**src/rtl/react_pkg.sv**
```systemverilog
// Shared definitions for the reaction-time sequencer.
// Latency: n/a (types, constants and pure functions only).
// Backpressure: n/a.
// Contents: FSM state encoding, oScreen codes, LFSR seed/taps and helpers.
package react_pkg;

  typedef enum logic [2:0] {
    IDLE        = 3'd0,
    ARMED       = 3'd1,
    GO          = 3'd2,
    RESULT      = 3'd3,
    FALSE_START = 3'd4
  } state_t;

  localparam logic [2:0] SCR_IDLE   = 3'd0;
  localparam logic [2:0] SCR_RED    = 3'd1;
  localparam logic [2:0] SCR_GREEN  = 3'd2;
  localparam logic [2:0] SCR_RESULT = 3'd3;
  localparam logic [2:0] SCR_SOON   = 3'd4;

  // Right-shifting Fibonacci LFSR: polynomial taps 16,14,13,11 sit on
  // register bits 0,2,3,5; the feedback enters at bit 15.
  localparam logic [15:0] LFSR_SEED = 16'hACE1;
  localparam logic [15:0] LFSR_TAPS = 16'h002D;

  function automatic logic [15:0] lfsr_next(input logic [15:0] s);
    return {^(s & LFSR_TAPS), s[15:1]};
  endfunction

  function automatic logic [2:0] screen_of(input state_t s);
    logic [2:0] code;
    code = SCR_IDLE;
    case (s)
      IDLE:        code = SCR_IDLE;
      ARMED:       code = SCR_RED;
      GO:          code = SCR_GREEN;
      RESULT:      code = SCR_RESULT;
      FALSE_START: code = SCR_SOON;
      default:     code = SCR_IDLE;
    endcase
    return code;
  endfunction

endpackage

```
**src/rtl/ms_tick_gen.sv**
```systemverilog
// Millisecond tick prescaler: counts 0..DIV-1, oTick high on the terminal count.
// Latency: first tick DIV cycles after the edge that samples iClear high.
// Backpressure: none; free-running, iClear restarts the count.
// Ports: clk, iResetn (async active-low), iClear (restart), oTick (1-cycle pulse).
module ms_tick_gen #(
  parameter int unsigned DIV = 50_000
) (
  input  logic clk,
  input  logic iResetn,
  input  logic iClear,
  output logic oTick
);

  localparam int W = (DIV > 1) ? $clog2(DIV) : 1;
  localparam logic [W-1:0] TERM = W'(DIV - 1);

  logic [W-1:0] cnt;

  assign oTick = (cnt == TERM);

  always_ff @(posedge clk or negedge iResetn) begin
    if (!iResetn) begin
      cnt <= '0;
    end else if (iClear || oTick) begin
      cnt <= '0;
    end else begin
      cnt <= cnt + 1'b1;
    end
  end

endmodule

```
**src/rtl/react_controller.sv**
```systemverilog
// Reaction-time round sequencer: random red delay, green ms timer, false-start and best time.
// Latency: all outputs registered; result appears 1 cycle after the hit is sampled.
// Backpressure: none; iEnable low forces IDLE. Optional macro REACT_CTRL_BEST_EN adds best-time tracking.
// Ports: clk, iResetn, iEnable, iHit in; oScreen, oTimeMs, oValid, oTimeout, oBestMs out.
module react_controller
  import react_pkg::*;
#(
  parameter int unsigned CLK_HZ       = 50_000_000,
  parameter int unsigned MIN_DELAY_MS = 1000,
  parameter int unsigned RAND_BITS    = 12,
  parameter int unsigned TIMEOUT_MS   = 9999
) (
  input  logic        clk,
  input  logic        iResetn,
  input  logic        iEnable,
  input  logic        iHit,
  output logic [2:0]  oScreen,
  output logic [13:0] oTimeMs,
  output logic        oValid,
  output logic        oTimeout,
  output logic [13:0] oBestMs
);

  // Wide enough for the largest delay MIN_DELAY_MS + 2^RAND_BITS - 1.
  localparam int DLY_W = $clog2(MIN_DELAY_MS + (2 ** RAND_BITS));
  localparam logic [13:0] TO14 = 14'(TIMEOUT_MS);

  state_t             state, state_n;
  logic               hit_prev, hit_edge;
  logic [15:0]        lfsr;
  logic [DLY_W-1:0]   delay_cnt;
  logic [13:0]        time_cnt, time_next;
  logic               tick, clr;
  logic               load_delay, latch_hit, latch_to;

  assign hit_edge = iHit & ~hit_prev;

  ms_tick_gen #(.DIV(CLK_HZ / 1000)) u_tick (
    .clk     (clk),
    .iResetn (iResetn),
    .iClear  (clr),
    .oTick   (tick)
  );

  // Elapsed ms including this cycle's tick, saturating at the limit. A hit on
  // the timeout tick therefore latches TIMEOUT_MS as a regular result.
  always_comb begin
    time_next = time_cnt;
    if (tick && (time_cnt < TO14)) time_next = time_cnt + 14'd1;
  end

  always_comb begin
    state_n    = state;
    load_delay = 1'b0;
    latch_hit  = 1'b0;
    latch_to   = 1'b0;
    if (!iEnable) begin
      state_n = IDLE;
    end else begin
      case (state)
        IDLE: begin
          if (hit_edge) begin
            state_n    = ARMED;
            load_delay = 1'b1;
          end
        end
        ARMED: begin
          if (hit_edge) state_n = FALSE_START;
          else if (tick && (delay_cnt <= DLY_W'(1))) state_n = GO;
        end
        GO: begin
          if (hit_edge) begin
            state_n   = RESULT;
            latch_hit = 1'b1;
          end else if (time_next == TO14) begin
            state_n  = RESULT;
            latch_to = 1'b1;
          end
        end
        RESULT, FALSE_START: begin
          if (hit_edge) begin
            state_n    = ARMED;
            load_delay = 1'b1;
          end
        end
        default: state_n = IDLE;
      endcase
    end
    // Restart the prescaler on entry so the first tick lands one full ms later.
    clr = (state_n != state) && ((state_n == ARMED) || (state_n == GO));
  end

  always_ff @(posedge clk or negedge iResetn) begin
    if (!iResetn) begin
      state     <= IDLE;
      oScreen   <= SCR_IDLE;
      hit_prev  <= 1'b1;
      lfsr      <= LFSR_SEED;
      delay_cnt <= '0;
      time_cnt  <= '0;
      oTimeMs   <= '0;
      oValid    <= 1'b0;
      oTimeout  <= 1'b0;
    end else begin
      state    <= state_n;
      oScreen  <= screen_of(state_n);
      hit_prev <= iHit;
      lfsr     <= lfsr_next(lfsr);
      oValid   <= latch_hit | latch_to;

      if (load_delay) begin
        delay_cnt <= DLY_W'(MIN_DELAY_MS) + DLY_W'(lfsr[RAND_BITS-1:0]);
      end else if ((state == ARMED) && tick && (delay_cnt != '0)) begin
        delay_cnt <= delay_cnt - 1'b1;
      end

      if (clr && (state_n == GO)) time_cnt <= '0;
      else if (state == GO)       time_cnt <= time_next;

      if (latch_hit) begin
        oTimeMs  <= time_next;
        oTimeout <= 1'b0;
      end else if (latch_to) begin
        oTimeMs  <= TO14;
        oTimeout <= 1'b1;
      end
    end
  end

`ifdef REACT_CTRL_BEST_EN
  // Strictly-better times only; an equal time leaves the record untouched.
  always_ff @(posedge clk or negedge iResetn) begin
    if (!iResetn) begin
      oBestMs <= '0;
    end else if (iEnable && latch_hit && ((oBestMs == '0) || (time_next < oBestMs))) begin
      oBestMs <= time_next;
    end
  end
`else
  assign oBestMs = '0;
`endif

endmodule

```
**config.mk**
```make
export PLATFORM = sky130hd
export DESIGN_NAME = react_controller
export DESIGN_NICKNAME = d
export VERILOG_FILES = /design/src/rtl/react_pkg.sv /design/src/rtl/ms_tick_gen.sv /design/src/rtl/react_controller.sv
export SDC_FILE = /design/constraint.sdc
export NUM_CORES = 1
export LEC_CHECK = 0
export BUFFER_PORTS_ARGS = -buffer_cell sky130_fd_sc_hd__buf_2
export CAP_MARGIN = 40
export CORE_ASPECT_RATIO = 0.9
export CORE_MARGIN = 2
export CORE_UTILIZATION = 54
export CTS_CLUSTER_SIZE = 24
export DETAILED_ROUTE_END_ITERATION = 16
export PLACE_DENSITY = 0.73
export SLEW_MARGIN = 20
export SYNTH_ARGS = -nofsm -noshare
export SYNTH_HDL_FRONTEND = slang
export SYNTH_SLANG_ARGS = --single-unit
```
**constraint.sdc**
```tcl
create_clock -name clk -period 4.3 [get_ports clk]
set_input_delay 1.29 -clock clk [delete_from_list [all_inputs] [get_ports clk]]
set_output_delay 1.29 -clock clk [all_outputs]
set_load 0.005 [all_outputs]
```
==> metrics <==
Data arrival, critical path=~3.4 ns; max-slew violations=0; outcome=finished, final reports clean; RSZ-0062 raised after global routing=false; share of the synthesized area in the top cell type=0.4199; slew margin rel.=0.4471; r2r setup slk=roughly 1.1 ns; type of the most critical hold path=reg -> reg; diode count=0; switching power=around 0.43 mW; DIE AREA=between 8000 and 9000 µm²; worst reg2reg startpoint=time_cnt[12]; Yosys top cell by area=dfrtp_1; DRT antenna net count=0; TritonCTS clock tree=done; reg2reg end=oTimeMs[12]; HP Start=lfsr[14]; H-tree depth=3; DRC=0; first-pass GRT wire length=14280 µm; Lkg Pwr=2.032 nW; Worst Setup Start Kind=flip-flop; critical path fanouts, max=17; Final min period=~3.2 ns; overflow left after global routing=0; core area=~8000 µm²; worst slew pin tran=0.8232 ns; number of hold violations in the final report=0; FF+latch count, synth=82; setup repair bufs after CTS=0; DP Wirelength=roughly 6100 µm; total CTS buffers=9; Worst EP required=4.53 ns; Peak Freq=316.1 MHz; row count=31; Worst setup EP type=flip-flop; routed vias/inst=~5.6; final net count=about 470; post-route clock period utilization=0.7357; skew final=0.01327 ns; Pwr Density=about 370 nW/µm²; hold depth=0; vias in the first global route=between 2000 and 3000; Initial DRT Pass Iterations=4; Hold Slack=around 0.36 ns; gpl congestion=between 0.8 and 0.9; CTS resizes=0; Root Driver=clkbuf_8; starting density of the core=0.5471; Reg clk slew, reported paths=0.08 ns; Flop pwr share=0.512; share of cells above drive strength 1=0.1663; peak supply drop=0.2145 mV; synthesized cell area=between 4000 and 5000 µm²; die height=89.15 µm; Buffers on Ports=22; GR Util All Layers=0.2021; Finish-stage setup viols=0; Sink Count=82; initial antenna violation count=0; sw frac=0.2450; routed vias=about 3200; Synth Flop Type=dfrtp_1; max cap viols=0; IO Pins=37; pin count of the biggest net entering global routing=between 50 and 60; Post-synth EDFFs=0; Logic pwr share=0.104; Post-Syn Instances=between 400 and 500; synth unique cells=58; post-route cell area=approximately 4700 µm²; critical path class=reg -> reg; clock power share=0.384; Mean Syn Cell Area=9.689 µm²; wire length per cell=roughly 15 µm; Die W=roughly 99 µm; # hold bufs at CTS=0; Worst Reg-to-Reg Cells=8; sum of negative setup slack=0 ns; worst hold endpoint=lfsr[13]; Area growth, synth to finish=9.002%; Post-DP Area=4498 µm²; worst-case clock buffer depth=2; sequential fraction of the synthesis area=0.4743; final WL=8487 µm; Syn. warnings=0; internal power=around 1.3 mW; Worst-Skew Late Latency=0.35 ns; asr flop ratio synth=1.000; synth top area cells=dfrtp_1 42%, dfstp_2 5.4%, xnor2_1 5.0%; initial DRC count=~220
-- logic make-up after synthesis --
logic type,count (synthesis),synth area share
adder cells (fa/ha/maj),5,0.01438
flip-flops,82,0.4743
AO/OA/AOI/OAI,69,0.1136
XOR/XNOR,49,0.09865
buffers and inverters,45,0.05637
multiplexers,3,0.007190
other,1,0.0008620
AND/OR/NAND/NOR,195,0.2347
-- placed cells by master (no fill, tap or decap), types with 3 or more instances in the layout --
master	n
nand4_1	6
xnor2_1	25
and3_1	8
nand2_1	39
and2_1	6
ha_1	5
buf_2	21
dfrtp_1	73
conb_1	14
a22oi_2	6
inv_1	7
o211ai_1	4
xor2_1	24
nand3b_1	3
nor2_1	53
nand3_1	22
or3_1	11
a211oi_1	5
bufinv_16	3
a21oi_1	13
a31o_2	5
buf_4	6
nand2b_1	6
nor3_1	11
clkbuf_8	10
or4_1	4
o21ai_0	21
dfstp_2	9
nor4_1	9
a2111oi_0	4
-- stage by stage --
stage | setup WS, ns | cells | utilization | power [mW]
after detailed placement | 0.9320 | 552 | 0.5657 | 1.082
after CTS | 1.150 | 568 | 0.5964 | 1.756
final | 1.136 | 568 | 0.5964 | 1.738
after global routing | 0.9669 | 568 | 0.5964 | 1.821
after floorplan | 1.386 | 462 | - | 1.024
after global placement | 0.9795 | 550 | 0.5608 | 1.069
-- worst max-delay path: stages, from the launching register on --
cell       delay, ns
dfrtp_1         0.47
or4_1           0.54
a211oi_1        0.54
nor3_1          0.09
buf_4           0.20
nand3b_1        0.18
a2111oi_2       0.39
nand2_2         0.32
a31o_2          0.33
-- sequential cells by signal, summed over array words and instances (netlist names) --
name        cells
u_tick.cnt     16
lfsr           16
delay_cnt      13
oValid          1
oTimeout        1
hit_prev        1
time_cnt       14
oScreen         3
state           3
oTimeMs        14
-- layout make-up --
| class | count | area [µm²] |
|---|---|---|
| Fill cell | 676 | 3209 |
| Clock buffer | 12 | 145.1 |
| Multi-Input combinational cell | 335 | 2096 |
| Inverter | 7 | 26.28 |
| Timing Repair Buffer | 29 | 188.9 |
| Tap cell | 99 | 123.9 |
| Clock inverter | 4 | 98.84 |
| Sequential cell | 82 | 2063 |
-- worst max-delay path by stage --
stage / start / end / slack, ns / cells past startpoint
finish: time_cnt[12] / oTimeMs[12] / 1.14 / 8
global route: u_tick.cnt[0] / oTimeMs[12] / 0.97 / 9
CTS: delay_cnt[2] / time_cnt[10] / 1.15 / 5
detailed placement: iEnable / oTimeMs[7] / 0.93 / 7
global placement: iEnable / oTimeMs[5] / 0.98 / 7
floorplan: iEnable / oTimeMs[10] / 1.39 / 7
-- power groups by stage --
stage               Combinational (mW)  Sequential, mW  Clock, mW
floorplan                        0.142           0.882          0
global placement                 0.169           0.900          0
detailed placement               0.180           0.902          0
CTS                              0.183           0.889      0.684
global route                     0.207           0.899      0.714
finish                           0.181           0.890      0.667
-- layer usage --
metal	vias to the layer above	global-route usage	part of all wire
met1	1548	0.3009	0.51
met5	-	0	0
li1	1575	-	-
met3	9	0.05238	0.054
met4	0	0.05729	0.011
met2	75	0.2938	0.43
-- Yosys cell counts, types with 2 or more instances --
cell type,count
o211ai_1,4
nor2_1,53
or3_1,11
nand3b_1,3
buf_2,4
mux2i_1,2
and4bb_2,2
nand2_1,39
dfrtp_1,73
xnor2_1,25
a31o_2,5
or4_1,4
nand3_1,22
nand2b_1,6
a22oi_2,6
buf_6,2
nor2b_1,2
a2111oi_0,4
and3_1,8
nor4_1,9
a211oi_1,5
xor2_1,24
nand4_1,6
dfstp_2,9
nor3_1,12
a21oi_1,13
and2_1,6
clkbuf_1,16
ha_1,5
buf_4,15
o21ai_0,21
inv_1,7
Power figures use the tool's default switching activity.
